### src/rtl/pixel_writer.sv
// Pixel stream sink: clips pixels to the framebuffer and computes byte addresses.
// In-bounds pixels are buffered in a FIFO and drained as 32-bit write requests.
module pixel_writer #(
  parameter int FIFO_DEPTH = 16,
  parameter int CNT_W      = 16
) (
  input  logic             clk,
  input  logic             rst,
  input  logic [31:0]      fb_base,
  input  logic [31:0]      fb_width,
  input  logic [31:0]      fb_height,
  input  logic             pixel_valid,
  input  logic [31:0]      pixel_x,
  input  logic [31:0]      pixel_y,
  input  logic [31:0]      pixel_color,
  output logic             pixel_ready,
  output logic             mem_wr_valid,
  input  logic             mem_wr_ready,
  output logic [31:0]      mem_wr_addr,
  output logic [31:0]      mem_wr_data,
  input  logic             clear_flags,
  output logic             overflow,
  output logic [CNT_W-1:0] drop_count,
  output logic             idle
);

  localparam int AW = $clog2(FIFO_DEPTH);

  logic [31:0]      addr_mem_q [FIFO_DEPTH];
  logic [31:0]      data_mem_q [FIFO_DEPTH];
  logic [AW:0]      wr_ptr_q, wr_ptr_d;
  logic [AW:0]      rd_ptr_q, rd_ptr_d;
  logic             overflow_q, overflow_d;
  logic [CNT_W-1:0] drop_cnt_q, drop_cnt_d;

  logic             full_s, empty_s, in_bounds_s;
  logic             accept_s, push_s, drop_s, pop_s;
  logic [31:0]      lin_idx_s, pix_addr_s;

  // Extra wrap bit distinguishes full from empty when the index bits match.
  assign full_s  = (wr_ptr_q[AW] != rd_ptr_q[AW]) &&
                   (wr_ptr_q[AW-1:0] == rd_ptr_q[AW-1:0]);
  assign empty_s = (wr_ptr_q == rd_ptr_q);

  assign in_bounds_s = (pixel_x < fb_width) && (pixel_y < fb_height);
  assign accept_s    = pixel_valid && !full_s;
  assign push_s      = accept_s && in_bounds_s;
  assign drop_s      = accept_s && !in_bounds_s;
  assign pop_s       = !empty_s && mem_wr_ready;

  // Row-major address, truncated to 32 bits so it wraps silently.
  assign lin_idx_s  = (pixel_y * fb_width) + pixel_x;
  assign pix_addr_s = fb_base + {lin_idx_s[29:0], 2'b00};

  // Next-state for pointers and status flags; clear_flags wins over set/increment.
  always_comb begin
    wr_ptr_d   = wr_ptr_q;
    rd_ptr_d   = rd_ptr_q;
    overflow_d = overflow_q;
    drop_cnt_d = drop_cnt_q;
    if (push_s) begin
      wr_ptr_d = wr_ptr_q + (AW+1)'(1);
    end else begin
      wr_ptr_d = wr_ptr_q;
    end
    if (pop_s) begin
      rd_ptr_d = rd_ptr_q + (AW+1)'(1);
    end else begin
      rd_ptr_d = rd_ptr_q;
    end
    if (clear_flags) begin
      overflow_d = 1'b0;
      drop_cnt_d = {CNT_W{1'b0}};
    end else begin
      if (pixel_valid && full_s) begin
        overflow_d = 1'b1;
      end else begin
        overflow_d = overflow_q;
      end
      if (drop_s && (drop_cnt_q != {CNT_W{1'b1}})) begin
        drop_cnt_d = drop_cnt_q + CNT_W'(1);
      end else begin
        drop_cnt_d = drop_cnt_q;
      end
    end
  end

  // Pointer and flag registers.
  always_ff @(posedge clk) begin
    if (rst) begin
      wr_ptr_q   <= {(AW+1){1'b0}};
      rd_ptr_q   <= {(AW+1){1'b0}};
      overflow_q <= 1'b0;
      drop_cnt_q <= {CNT_W{1'b0}};
    end else begin
      wr_ptr_q   <= wr_ptr_d;
      rd_ptr_q   <= rd_ptr_d;
      overflow_q <= overflow_d;
      drop_cnt_q <= drop_cnt_d;
    end
  end

  // FIFO storage; cleared on reset so the idle head reads as zero.
  always_ff @(posedge clk) begin
    if (rst) begin
      for (int i = 0; i < FIFO_DEPTH; i++) begin
        addr_mem_q[i] <= 32'h0000_0000;
        data_mem_q[i] <= 32'h0000_0000;
      end
    end else if (push_s) begin
      addr_mem_q[wr_ptr_q[AW-1:0]] <= pix_addr_s;
      data_mem_q[wr_ptr_q[AW-1:0]] <= pixel_color;
    end else begin
      addr_mem_q[wr_ptr_q[AW-1:0]] <= addr_mem_q[wr_ptr_q[AW-1:0]];
      data_mem_q[wr_ptr_q[AW-1:0]] <= data_mem_q[wr_ptr_q[AW-1:0]];
    end
  end

  assign pixel_ready  = !full_s;
  assign mem_wr_valid = !empty_s;
  assign mem_wr_addr  = addr_mem_q[rd_ptr_q[AW-1:0]];
  assign mem_wr_data  = data_mem_q[rd_ptr_q[AW-1:0]];
  assign overflow     = overflow_q;
  assign drop_count   = drop_cnt_q;
  assign idle         = empty_s && !pixel_valid;

endmodule

### config.mk
export PLATFORM = sky130hd
export DESIGN_NAME = pixel_writer
export DESIGN_NICKNAME = d
export VERILOG_FILES = /design/src/rtl/pixel_writer.sv
export SDC_FILE = /design/constraint.sdc
export NUM_CORES = 2
export LEC_CHECK = 0
export BUFFER_PORTS_ARGS = -buffer_cell sky130_fd_sc_hd__clkbuf_2
export CAP_MARGIN = 20
export CORE_AREA = 3 3 361 363
export CTS_BUF_LIST = sky130_fd_sc_hd__clkbuf_16
export DETAILED_ROUTE_END_ITERATION = 8
export DIE_AREA = 0 0 364 366
export PLACE_DENSITY = 0.67
export SYNTH_ARGS = -nofsm -noshare
export SYNTH_HDL_FRONTEND = slang
export SYNTH_SLANG_ARGS = --single-unit
### constraint.sdc
create_clock -name clk -period 35.6 [get_ports clk]
set_clock_uncertainty 0.05 [all_clocks]
set_input_delay 10.68 -clock clk [delete_from_list [all_inputs] [get_ports clk]]
set_output_delay 10.68 -clock clk [all_outputs]
set_load 0.01 [all_outputs]
==> results.txt <==
Seq/Total Area, Yosys -> 49.3%
Initial Util -> 50.0%
Max Buffers Root-to-Sink -> 3
Final Max Tran Viols -> 0
FILL cells -> 10500
CTS tree -> yes
Setup TNS -> 0 ns
Fin. Hold Viols -> 0
worst skew pair latency -> 0.70 ns
chip width -> 364 µm
Die H -> 366 µm
Primary FF master, synth -> edfxtp_1
Synth Register Bits -> 1055
Placer Congestion -> 0.895
first-pass GRT wire length -> 261000 µm
WL/cell -> 25.8 µm
worst hold start -> drop_count[10]
initial antenna violation count -> 9
crit start category -> primary input
Crit path required time -> 24.87 ns
Post-synth ARST share -> 0%
Post-CTS Resized -> 0
cts hold-fix bufs -> 0
R2R Path End -> data_mem_q[2][24]
Routed Antenna Nets -> 0
Syn Inst Count -> 4840
status -> finished, final reports clean
Via density -> 5.83
Num Clock Sinks -> 1055
I/O pin total -> 281
Post-synth EDFFs -> 1024
number of buffers created by CTS -> 108
P&R area growth vs syn -> 9.88%
initial drt markers -> 3778
DRT Wirelength -> 174000 µm
largest net degree at the start of global routing -> 101
Worst slew margin -> 23.5%
share of cells above drive strength 1 -> 17.3%
Syn Nets -> 5636
die area -> 133000 µm²
min Tclk post-route -> 21.77 ns
number of H-tree levels -> 3
nets@finish -> 5784
hpwl dp -> 105000 µm
Mean Syn Cell Area -> 13.2 µm²
Core Region -> 127000 µm²
post-synthesis cell type count -> 65
crit path DAT -> 11.04 ns
reg2reg setup slack -> 30.53 ns
GR Util All Layers -> 26.4%
max frequency -> 45.9 MHz
Vias -> 39300
Final Setup Violations -> 0
Max-Cap Viols -> 0
Synth Cell Area -> 63700 µm²
row cnt -> 131
yosys warns -> 0
Crit Path Class -> in2out
cells on worst reg2reg path -> 10
RSZ-0062 raised after global routing -> false
Max FO, Critical Path -> 3
CTS Root Cell -> clkbuf_16
part of the cycle the worst path needs -> 61.1%
Buffers on Ports -> 280
HP Class -> reg2reg
drt drc -> 0
Slew @ Worst Pin -> 1.15 ns
vias in the first global route -> 41200
grt total ovfl -> 0
Clock transition at path regs -> 0.06 ns
Worst Setup End Kind -> output port
DR pass1 iterations -> 5
worst hold endpoint -> drop_count[10]
launching point of the worst reg2reg path -> wr_ptr_q[3]
WHS Path Cells -> 2
setup bufs post-CTS -> 0
[final cells by class]
type | instances | area, µm² | area share [%]
repair buffers | 366 | 2070 | 2.96
clock inverters | 90 | 627 | 0.896
flip-flops and latches | 1055 | 31400 | 44.9
well taps | 1662 | 2080 | 2.97
multi-input cells | 3020 | 29500 | 42.1
inverters | 437 | 1640 | 2.34
diodes | 6 | 15.0 | 0.0215
clock buffers | 108 | 2700 | 3.86
[registers in the layout, indices dropped and copies added (netlist names), named ones only]
name / count
addr_mem_q: 512
data_mem_q: 512
drop_count: 16
overflow: 1
rd_ptr_q: 5
wr_ptr_q: 5
[cells in the final DEF (no fill, tap or decap), types with 35 or more instances in the layout]
cell type / netlist / layout
clkbuf_2: 0 / 280
mux4_2: 320 / 320
buf_4: 4 / 84
and2_1: 772 / 772
ha_1: 218 / 218
edfxtp_1: 1024 / 1024
nor3_1: 39 / 39
clkbuf_16: 0 / 108
nor2_1: 480 / 480
xor2_1: 37 / 35
inv_1: 437 / 468
xnor2_1: 86 / 86
fa_1: 381 / 381
a21o_1: 42 / 42
o21ai_0: 36 / 36
a21oi_1: 51 / 51
nand2_1: 318 / 318
[through the flow]
stage | setup WS (ns) | util [%] | area [µm²] | hold WS [ns] | instances
after floorplan | 14.02 | - | 63700 | 0.438 | 4840
after global placement | 13.80 | 52.3 | 66600 | 0.420 | 6535
after detailed placement | 13.83 | 52.3 | 66600 | 0.434 | 6536
after CTS | 13.83 | 54.9 | 69900 | 0.442 | 6734
after global routing | 13.79 | 54.9 | 70000 | 0.470 | 6741
final | 13.83 | 54.9 | 70000 | 0.443 | 6744
[Yosys cell counts, drive strengths merged (6+ instances only)]
library cell     n  area (µm²)
nor4             8         110
and3             8        50.1
nand2          318        1190
nor2           480        1800
dfxtp           31         621
o21a            11        82.6
nor3            51         384
xor2            37         324
nor2b            6        37.5
a31oi            9        56.3
and2           772        4830
ha             218        2730
o2111ai          6        52.6
nand2b          29         181
a21o            42         315
nand3           18        90.1
mux4           320        7210
nand4           21         131
or4              6        56.3
a211oi          12        95.1
a21oi           51         255
mux2i            9        90.1
buf             69         407
o31ai           10        75.1
edfxtp        1024       30700
xnor2           86         753
or3             25         161
inv            437        1640
clkbuf         259         972
o21ai           37         185
fa             381        7630
[metal layers]
metal | wire length, µm | vias to the layer above | GRT usage [%]
li1 | - | 17000 | -
met1 | 66100 | 20200 | 34.8
met5 | 0 | - | 0
met2 | 87400 | 1868 | 45.2
met3 | 15400 | 282 | 4.25
met4 | 5020 | 0 | 7.77
[critical path: stages]
cell	delay (ns)
clkbuf_2	0.10
nor2_1	0.11
clkbuf_2	0.15
[logic make-up after synthesis]
| kind of cell | after synthesis | share of synthesized area, % |
|---|---|---|
| buf+inv | 765 | 4.74 |
| mux | 329 | 11.5 |
| fa+ha+maj | 599 | 16.3 |
| xor+xnor | 124 | 1.73 |
| flops | 1055 | 49.3 |
| simple gates | 1751 | 14.3 |
| compound gates | 217 | 2.28 |
[how the worst max path moves through the flow]
stage,start,to,slack [ns]
after floorplan,pixel_valid,idle,14.02
after global placement,pixel_valid,idle,13.80
after detailed placement,pixel_valid,idle,13.83
after CTS,pixel_valid,idle,13.83
after global routing,pixel_valid,idle,13.79
final,pixel_valid,idle,13.83
Power is not shown: default switching activity piles up to over one toggle a cycle in this logic, so the estimate is an artifact.
